$ cat src/rtl/conv_pkg.sv
// Shared constants and types for the Sobel convolution output path.
package conv_pkg;

  localparam int DEF_IMG_WIDTH  = 640;
  localparam int DEF_IMG_HEIGHT = 480;
  localparam int DEF_PIX_W      = 12;

  // A 3x3 window is incomplete for the first two columns and rows.
  localparam int BORDER_TAPS = 2;

  typedef enum logic [1:0] {
    IDLE   = 2'd0,
    ACTIVE = 2'd1,
    DONE   = 2'd2
  } framer_state_t;

endpackage

$ cat src/rtl/raster_counter.sv
// Column/row position tracker; clear restarts at (0,0) and may coincide with advance.
module raster_counter #(
  parameter int IMG_WIDTH  = conv_pkg::DEF_IMG_WIDTH,
  parameter int IMG_HEIGHT = conv_pkg::DEF_IMG_HEIGHT,
  parameter int XW         = $clog2(IMG_WIDTH),
  parameter int YW         = $clog2(IMG_HEIGHT)
) (
  input  logic          clk_i,
  input  logic          rst_i,
  input  logic          clear_i,
  input  logic          advance_i,
  output logic [XW-1:0] x_o,
  output logic [YW-1:0] y_o,
  output logic          last_col_o,
  output logic          last_pix_o
);

  localparam logic [XW-1:0] X_MAX = XW'(IMG_WIDTH - 1);
  localparam logic [YW-1:0] Y_MAX = YW'(IMG_HEIGHT - 1);

  logic [XW-1:0] x_q, x_d, x_base;
  logic [YW-1:0] y_q, y_d, y_base;
  logic          col_end, row_end;

  // Position of the current beat: a clear takes effect on the same cycle.
  assign x_base  = clear_i ? '0 : x_q;
  assign y_base  = clear_i ? '0 : y_q;
  assign col_end = (x_base == X_MAX);
  assign row_end = (y_base == Y_MAX);

  always_comb begin
    x_d = x_base;
    y_d = y_base;
    if (advance_i) begin
      if (col_end) begin
        x_d = '0;
        y_d = row_end ? '0 : y_base + YW'(1);
      end else begin
        x_d = x_base + XW'(1);
      end
    end
  end

  always_ff @(posedge clk_i or posedge rst_i) begin
    if (rst_i) begin
      x_q <= '0;
      y_q <= '0;
    end else begin
      x_q <= x_d;
      y_q <= y_d;
    end
  end

  assign x_o        = x_base;
  assign y_o        = y_base;
  assign last_col_o = col_end;
  assign last_pix_o = col_end & row_end;

endmodule

$ cat src/rtl/conv_out_framer.sv
// Frames the convolution result stream with raster position, border zeroing and frame-length
// checking; 1-cycle registered latency. Optional binarize threshold under SOBEL_THRESH_EN.
module conv_out_framer
  import conv_pkg::*;
#(
  parameter int IMG_WIDTH  = DEF_IMG_WIDTH,
  parameter int IMG_HEIGHT = DEF_IMG_HEIGHT,
  parameter int PIX_W      = DEF_PIX_W,
  parameter int XW         = $clog2(IMG_WIDTH),
  parameter int YW         = $clog2(IMG_HEIGHT)
) (
  input  logic             iCLK,
  input  logic             iRST,
  input  logic             iFVAL,
  input  logic             iDVAL,
  input  logic [PIX_W-1:0] iPIXEL,
`ifdef SOBEL_THRESH_EN
  input  logic [PIX_W-1:0] iTHRESH,
`endif
  output logic             oDVAL,
  output logic [PIX_W-1:0] oPIXEL,
  output logic [XW-1:0]    oX,
  output logic [YW-1:0]    oY,
  output logic             oBORDER,
  output logic             oSOF,
  output logic             oEOL,
  output logic             oFRAME_DONE,
  output logic             oERR
);

  localparam logic [XW-1:0] X_BORDER = XW'(BORDER_TAPS);
  localparam logic [YW-1:0] Y_BORDER = YW'(BORDER_TAPS);

  framer_state_t state_q, state_d;
  logic          fval_q;
  logic          fval_rise, fval_fall;
  logic          clear, beat, err_d;
  logic [XW-1:0] cnt_x;
  logic [YW-1:0] cnt_y;
  logic          last_col, last_pix;
  logic          border;
  logic [PIX_W-1:0] pix_val;

  logic             dval_q, border_q, sof_q, eol_q, done_q, err_q;
  logic [PIX_W-1:0] pix_q;
  logic [XW-1:0]    x_q;
  logic [YW-1:0]    y_q;

  assign fval_rise = iFVAL & ~fval_q;
  assign fval_fall = ~iFVAL & fval_q;

  raster_counter #(
    .IMG_WIDTH (IMG_WIDTH),
    .IMG_HEIGHT(IMG_HEIGHT),
    .XW        (XW),
    .YW        (YW)
  ) u_raster (
    .clk_i     (iCLK),
    .rst_i     (iRST),
    .clear_i   (clear),
    .advance_i (beat),
    .x_o       (cnt_x),
    .y_o       (cnt_y),
    .last_col_o(last_col),
    .last_pix_o(last_pix)
  );

  always_comb begin
    state_d = state_q;
    clear   = 1'b0;
    beat    = 1'b0;
    err_d   = err_q;
    case (state_q)
      IDLE: begin
        if (fval_rise) begin
          state_d = ACTIVE;
          clear   = 1'b1;
          err_d   = 1'b0;
          beat    = iDVAL;
        end
      end
      ACTIVE: begin
        beat = iDVAL;
        // A fall coinciding with the final beat is a clean frame end.
        if (iDVAL && last_pix) begin
          state_d = fval_fall ? IDLE : DONE;
        end else if (fval_fall) begin
          err_d   = 1'b1;
          state_d = IDLE;
        end
      end
      DONE: begin
        if (iDVAL) err_d = 1'b1;
        if (!iFVAL) state_d = IDLE;
      end
      default: state_d = IDLE;
    endcase
  end

  assign border = (cnt_x < X_BORDER) || (cnt_y < Y_BORDER);

`ifdef SOBEL_THRESH_EN
  assign pix_val = (iPIXEL >= iTHRESH) ? '1 : '0;
`else
  assign pix_val = iPIXEL;
`endif

  // fval_q resets high so a frame already in flight at reset release is not picked up.
  always_ff @(posedge iCLK or posedge iRST) begin
    if (iRST) begin
      state_q  <= IDLE;
      fval_q   <= 1'b1;
      dval_q   <= 1'b0;
      pix_q    <= '0;
      x_q      <= '0;
      y_q      <= '0;
      border_q <= 1'b0;
      sof_q    <= 1'b0;
      eol_q    <= 1'b0;
      done_q   <= 1'b0;
      err_q    <= 1'b0;
    end else begin
      state_q  <= state_d;
      fval_q   <= iFVAL;
      dval_q   <= beat;
      pix_q    <= (beat && !border) ? pix_val : '0;
      x_q      <= beat ? cnt_x : '0;
      y_q      <= beat ? cnt_y : '0;
      border_q <= beat && border;
      sof_q    <= beat && (cnt_x == '0) && (cnt_y == '0);
      eol_q    <= beat && last_col;
      done_q   <= beat && last_pix;
      err_q    <= err_d;
    end
  end

  assign oDVAL       = dval_q;
  assign oPIXEL      = pix_q;
  assign oX          = x_q;
  assign oY          = y_q;
  assign oBORDER     = border_q;
  assign oSOF        = sof_q;
  assign oEOL        = eol_q;
  assign oFRAME_DONE = done_q;
  assign oERR        = err_q;

endmodule

$ cat config.mk
export PLATFORM = sky130hd
export DESIGN_NAME = conv_out_framer
export DESIGN_NICKNAME = d
export VERILOG_FILES = /design/src/rtl/conv_pkg.sv /design/src/rtl/raster_counter.sv /design/src/rtl/conv_out_framer.sv
export SDC_FILE = /design/constraint.sdc
export NUM_CORES = 1
export LEC_CHECK = 0
export ABC_AREA = 1
export CAP_MARGIN = 20
export CORE_MARGIN = 4
export CORE_UTILIZATION = 53
export CTS_BUF_LIST = sky130_fd_sc_hd__clkbuf_4
export CTS_CLUSTER_SIZE = 8
export DETAILED_ROUTE_END_ITERATION = 16
export GPL_TIMING_DRIVEN = 0
export PLACE_DENSITY = 0.93
export SYNTH_ARGS = -nofsm -noshare
export SYNTH_HDL_FRONTEND = slang
export SYNTH_SLANG_ARGS = --single-unit
$ cat constraint.sdc
create_clock -name iCLK -period 2.5 [get_ports iCLK]
set_input_delay 0.25 -clock iCLK [delete_from_list [all_inputs] [get_ports iCLK]]
set_output_delay 0.25 -clock iCLK [all_outputs]
set_load 0.01 [all_outputs]
After elaboration in Yosys (flattened, before gate mapping)
Cells that the tools add are included.
Operators by class
  magnitude comparators: 2
  muxes and demuxes: 25
  add/sub/neg operators: 2
  reductions and logical operators: 15
  equality and inequality tests: 10
  bitwise logic cells: 5
Operator list (number)
  9-bit two-way mux: 5
  10-bit two-way mux: 4
  12-bit two-way mux: 1
  10-bit by 1-bit adder with 10-bit output (second input constant): 1
  10-bit equality test (second input constant): 1
  10-bit zero test: 1
  10-bit by 2-bit less-than comparator with 1-bit output (second input constant): 1
  2-bit two-way mux: 5
  2-bit != test (second input constant): 5
  9-bit by 1-bit adder with 9-bit output (second input constant): 1
  9-bit equality test (second input constant): 1
  9-bit zero test: 1
  9-bit by 2-bit less-than comparator with 1-bit output (second input constant): 1
  1-bit logical AND: 7
  1-bit two-way mux: 7
  2-bit one-hot mux with 3 select lines: 1
  5-bit AND reduction: 1
  1-bit bitwise AND: 3
  3-bit != test (second input constant): 1
  1-bit one-hot mux with 3 select lines: 1
  3-bit AND reduction: 1
  3-bit nonzero test: 1
  2-bit by 1-bit equality test with 1-bit output (second input constant): 1
  2-bit equality test (second input constant): 1
  other kinds (5): 6
Word-level totals
  logic and storage cells: 72
  output and inout bits: 37
  bits in registers: 59

Depth between registers and ports, before layout
  depth after elaboration: 10
  mapped depth: 17
  mapped depth without buffers: 16

Modules after synthesis
From an unflattened synthesis, not the netlist that was laid out.
Unflattened totals
  cell total of the unflattened synthesis: 366
  area total of the unflattened synthesis: 2884.0 sq um
By module, submodules not included
  conv_out_framer: area each 1597.8 sq um, cells each 174, instances 1
  raster_counter: area each 1286.2 sq um, cells each 192, instances 1

Worst setup path before layout
Ideal clock, no wire load.
  path kind: flip-flop to flip-flop
  start point: reg state_q[0]
  end point: reg u_raster.y_q[2]
  period minus slack after synthesis: 2.225 ns
  buffers on the path: 1
  setup time: 0.122 ns
  data arrival time: 2.103 ns
  path slack: 0.275 ns
  cell stages (with the launch flop): 16
  data required time: 2.378 ns
  cell sequence: dfrtp_1 > inv_1 > ha_1 > nand3_4 > buf_12 > nand2_1 > inv_1 > ha_1 > nand2_1 > nor2_1 > nand2_1 > nor2_4 > nand3_2 > nor2_4 > nand2_1 > xor2_1
Between the ends
  word-level cells in the longest chain between the ends: 7
  elaborated cells on any way between the ends: 12
RTL lines
  start: declaration: line conv_out_framer.sv:34  | framer_state_t state_q, state_d;
  start signal: assignment: line conv_out_framer.sv:123  | state_q <= state_d;
  2-bit zero test: line conv_out_framer.sv:73  | case (state_q)
  1-bit two-way mux: line conv_out_framer.sv:73
  9-bit two-way mux: line raster_counter.sv:27  | assign y_base = clear_i ? '0 : y_q;
  9-bit by 1-bit adder with 9-bit output / 9-bit equality test (equally long branches): line raster_counter.sv:37, raster_counter.sv:29
  9-bit two-way mux: line raster_counter.sv:37  | y_d = row_end ? '0 : y_base + YW'(1);
  9-bit two-way mux: line raster_counter.sv:35  | if (col_end) begin
  9-bit two-way mux (*): line raster_counter.sv:34  | if (advance_i) begin
  via u_raster.y_d[2]: line raster_counter.sv:22  | logic [YW-1:0] y_q, y_d, y_base;
  end signal: assignment: line raster_counter.sv:50  | y_q <= y_d;
  end: declaration: line raster_counter.sv:22
Mark *: on every way through the listed nets, which the timed path passes. The rest lies on a longest branch.
A chain may end at the register's enable or synchronous reset.

Worst setup path in the final report
  start point: reg state_q[1]
  end point: reg u_raster.x_q[9]
Between the ends
  word-level cells in the longest chain between the ends: 6
  elaborated cells on any way between the ends: 9
RTL lines
  2-bit zero test: line conv_out_framer.sv:73
  1-bit two-way mux: line conv_out_framer.sv:73
  10-bit two-way mux: line raster_counter.sv:26  | assign x_base = clear_i ? '0 : x_q;
  10-bit by 1-bit adder with 10-bit output / 10-bit equality test (equally long branches): line raster_counter.sv:39, raster_counter.sv:28
  10-bit two-way mux: line raster_counter.sv:35
  10-bit two-way mux (*): line raster_counter.sv:34
  via u_raster.x_d[9]: line raster_counter.sv:21  | logic [XW-1:0] x_q, x_d, x_base;
  end signal: assignment: line raster_counter.sv:46  | x_q <= '0;
  end signal: assignment: line raster_counter.sv:49  | x_q <= x_d;
  end: declaration: line raster_counter.sv:21
Marked as above.

==> metrics.txt <==
DR iter-0 viols=~170; Setup crit start kind=register; Fin. Hold Viols=0; initial core utilization=0.554; setup TNS=0 ns; H-tree depth=3; RSZ-0062 raised after global routing=false; DIE HEIGHT=slightly above 80 um; hold crit path type=in -> async; Compound-Gate Fraction of Synth Area=0.0330; combinational family with the most area after synthesis=simple AND/OR/NAND/NOR gates; post-DR vias/cell=between 4 and 5; Root Driver=clkbuf_4; drt wl/cell=around 14 um; gp weighted congestion=approximately 0.91; Simple-Gate Fraction of Synth Area=0.288; Tcrit/Tclk final=0.928; footprint of the multi-input gates=around 0.0011 mm2; DIE WIDTH=a little over 80 um; hold buffers post-CTS=0; placement-stage worst setup slack=-0.250 ns; clock sinks=59; die area=0.00669 mm2; Yosys reg bits=59; Mapped Area=about 0.0029 mm2; first-pass iteration count of the detailed router=4; Yosys warnings=0; vias=2387; final setup vio count=0; number of port buffers=52; Tmin final=between 2 and 2.5 ns; post-route ant nets=0; status=complete, no violations; Bufs on Longest Clock Path=2; commonest non-fill, non-tap cell in the layout=nand2_1; Worst setup EP type=register; CTS tree=done; Post-Synth Adder-Cell Area=0.0347; nets=about 430; number of buffers created by CTS=9; Post-DP HPWL=4550 um; Syn Area/Cell=approximately 8.8 um2; # rows=26; crit path max fanout=5; Critical Path AT=approximately 2.6 ns; Overflow after GRT=0; # DRC=0; clk slew on worst S/H paths=about 0.1 ns; vias in the first global route=approximately 2400; Pwr Density=~680 mW/mm2; maximum clock rate=approximately 0.43 GHz; final worst slack=roughly 0.18 ns; worst vdd ir=between 0.0003 and 0.0004 V; Distinct cells, synth=29; kind of critical path=reg -> reg; GR Util All Layers=0.223; Gate Count Post-Synth=about 330; Worst Tran Pin Value=0.496 ns; largest net degree at the start of global routing=38; FF/Latch Area=approximately 0.0015 mm2; worst rel slew slack=0.669; Inserted Diodes=0; first-pass GRT wire length=between 10000 and 15000 um; clk_skew=approximately 0.0084 ns; layout filler cell count=~350; Max Transition Viols Final=0; most frequent cells in the layout=nand2_1 (67), inv_1 (64), dfrtp_1 (58), clkdlybuf4s50_1 (52), nor2_1 (25); core area=approximately 0.0052 mm2; Routed Wire Length=6750 um; WP data required=about 2.8 ns; sequential area share after synthesis=0.512; multiplexer share of the synthesized area=0; Util after Layout=0.745; clk_lat worst skew=roughly 0.42 ns; max cap viols=0; layout cells sized above 1=0.216; leakage=around 2.1 nW; syn_nets=about 350; Synth Area in XOR/XNOR=0.0182; Layout area overhead=34.4%; initial antenna violation count=0; io pins=53
==> synthesized netlist by cell type (all sizes together) <==
cell / instances / area (um2)
ha: 8 / 100
a21oi: 10 / 50.1
buf: 6 / 60.1
xor2: 6 / 52.6
dfrtp: 58 / 1450
inv: 71 / 269
nor3: 3 / 15.0
nand3: 23 / 153
dfstp: 1 / 26.3
o21ai: 6 / 30.0
nand4: 7 / 50.1
nand2: 79 / 343
nor4: 1 / 6.26
nor2: 48 / 263
a21boi: 2 / 15.0
==> path summary, 6_finish.rpt <==
kind | start | to | slack [ns] | cells past startpoint
max | state_q[1] | u_raster.x_q[9] | 0.18 | 17
min | iRST | oDVAL | 0.17 | 2
max reg2reg | state_q[1] | u_raster.x_q[9] | 0.18 | 17
min reg2reg | oERR | oERR | 0.50 | 2
max in group asynchronous | iRST | fval_q | 1.71 | 3
min in group iCLK | iPIXEL[3] | oPIXEL[3] | 0.35 | 3
==> where the power goes <==
| group | switching (W) | internal (W) |
|---|---|---|
| Sequential | 0.0000370 | 0.00102 |
| Clock | 0.000354 | 0.000629 |
| Combinational | 0.000359 | 0.000254 |
| Total | 0.000750 | 0.00190 |
==> area by class of cell <==
cell class,instances,share of cell area
repair buffers,67,0.167
plain buffers,6,0.0161
multi-input cells,193,0.291
well taps,70,0.0226
inverters,71,0.0694
clock buffers,11,0.0213
flip-flops and latches,59,0.381
clock inverters,5,0.0323
==> per-layer routing <==
layer | vias to the layer above | global-route usage | share of wire
met3 | 15 | 0.0614 | 0.070
met2 | 93 | 0.365 | 0.51
li1 | 1150 | - | -
met1 | 1129 | 0.274 | 0.40
met5 | - | 0 | 0
met4 | 0 | 0.103 | 0.020
==> registers in the layout (all words and copies together) (netlist names), 2 cells and up <==
name,flops
oY,9
oX,10
u_raster.x_q,10
state_q,2
oPIXEL,12
u_raster.y_q,9
==> worst max-delay path: stages (launching register included) <==
cell     delay, ns
dfrtp_1       0.36
inv_1         0.09
ha_2          0.21
nand3_4       0.08
buf_12        0.12
nand2_2       0.07
inv_1         0.12
ha_4          0.16
nand2_2       0.07
nor2_2        0.10
nand2_1       0.10
nor2_4        0.18
nand3_4       0.12
nor2_4        0.15
buf_4         0.15
inv_1         0.04
nand2_1       0.05
nor2_1        0.04
==> what timing repair did <==
action	4_1_cts	5_1_grt
gates resized for setup	8	8
pin swaps	4	2
buffers inserted	10	4
endpoints found under the setup margin	13	14
==> through the flow <==
stage	total power [W]	hold slack [ns]	cell area, um2	instances
finish	0.00265	0.171	3880	482
floorplan	0.00143	0.254	2880	329
global route	0.00278	0.205	3880	482
CTS	0.00262	0.181	3820	478
global placement	0.00159	0.461	3490	451
detailed placement	0.00161	0.471	3510	452
==> logic make-up (layout without fill, tap and decap cells) <==
family,count (synthesis),count (layout)
AO/OA/AOI/OAI,18,18
flip-flops,59,59
buffers and inverters,77,160
AND/OR/NAND/NOR,161,161
XOR/XNOR,6,6
adder cells (fa/ha/maj),8,8
Note: power is estimated with default switching activity, not from simulation.
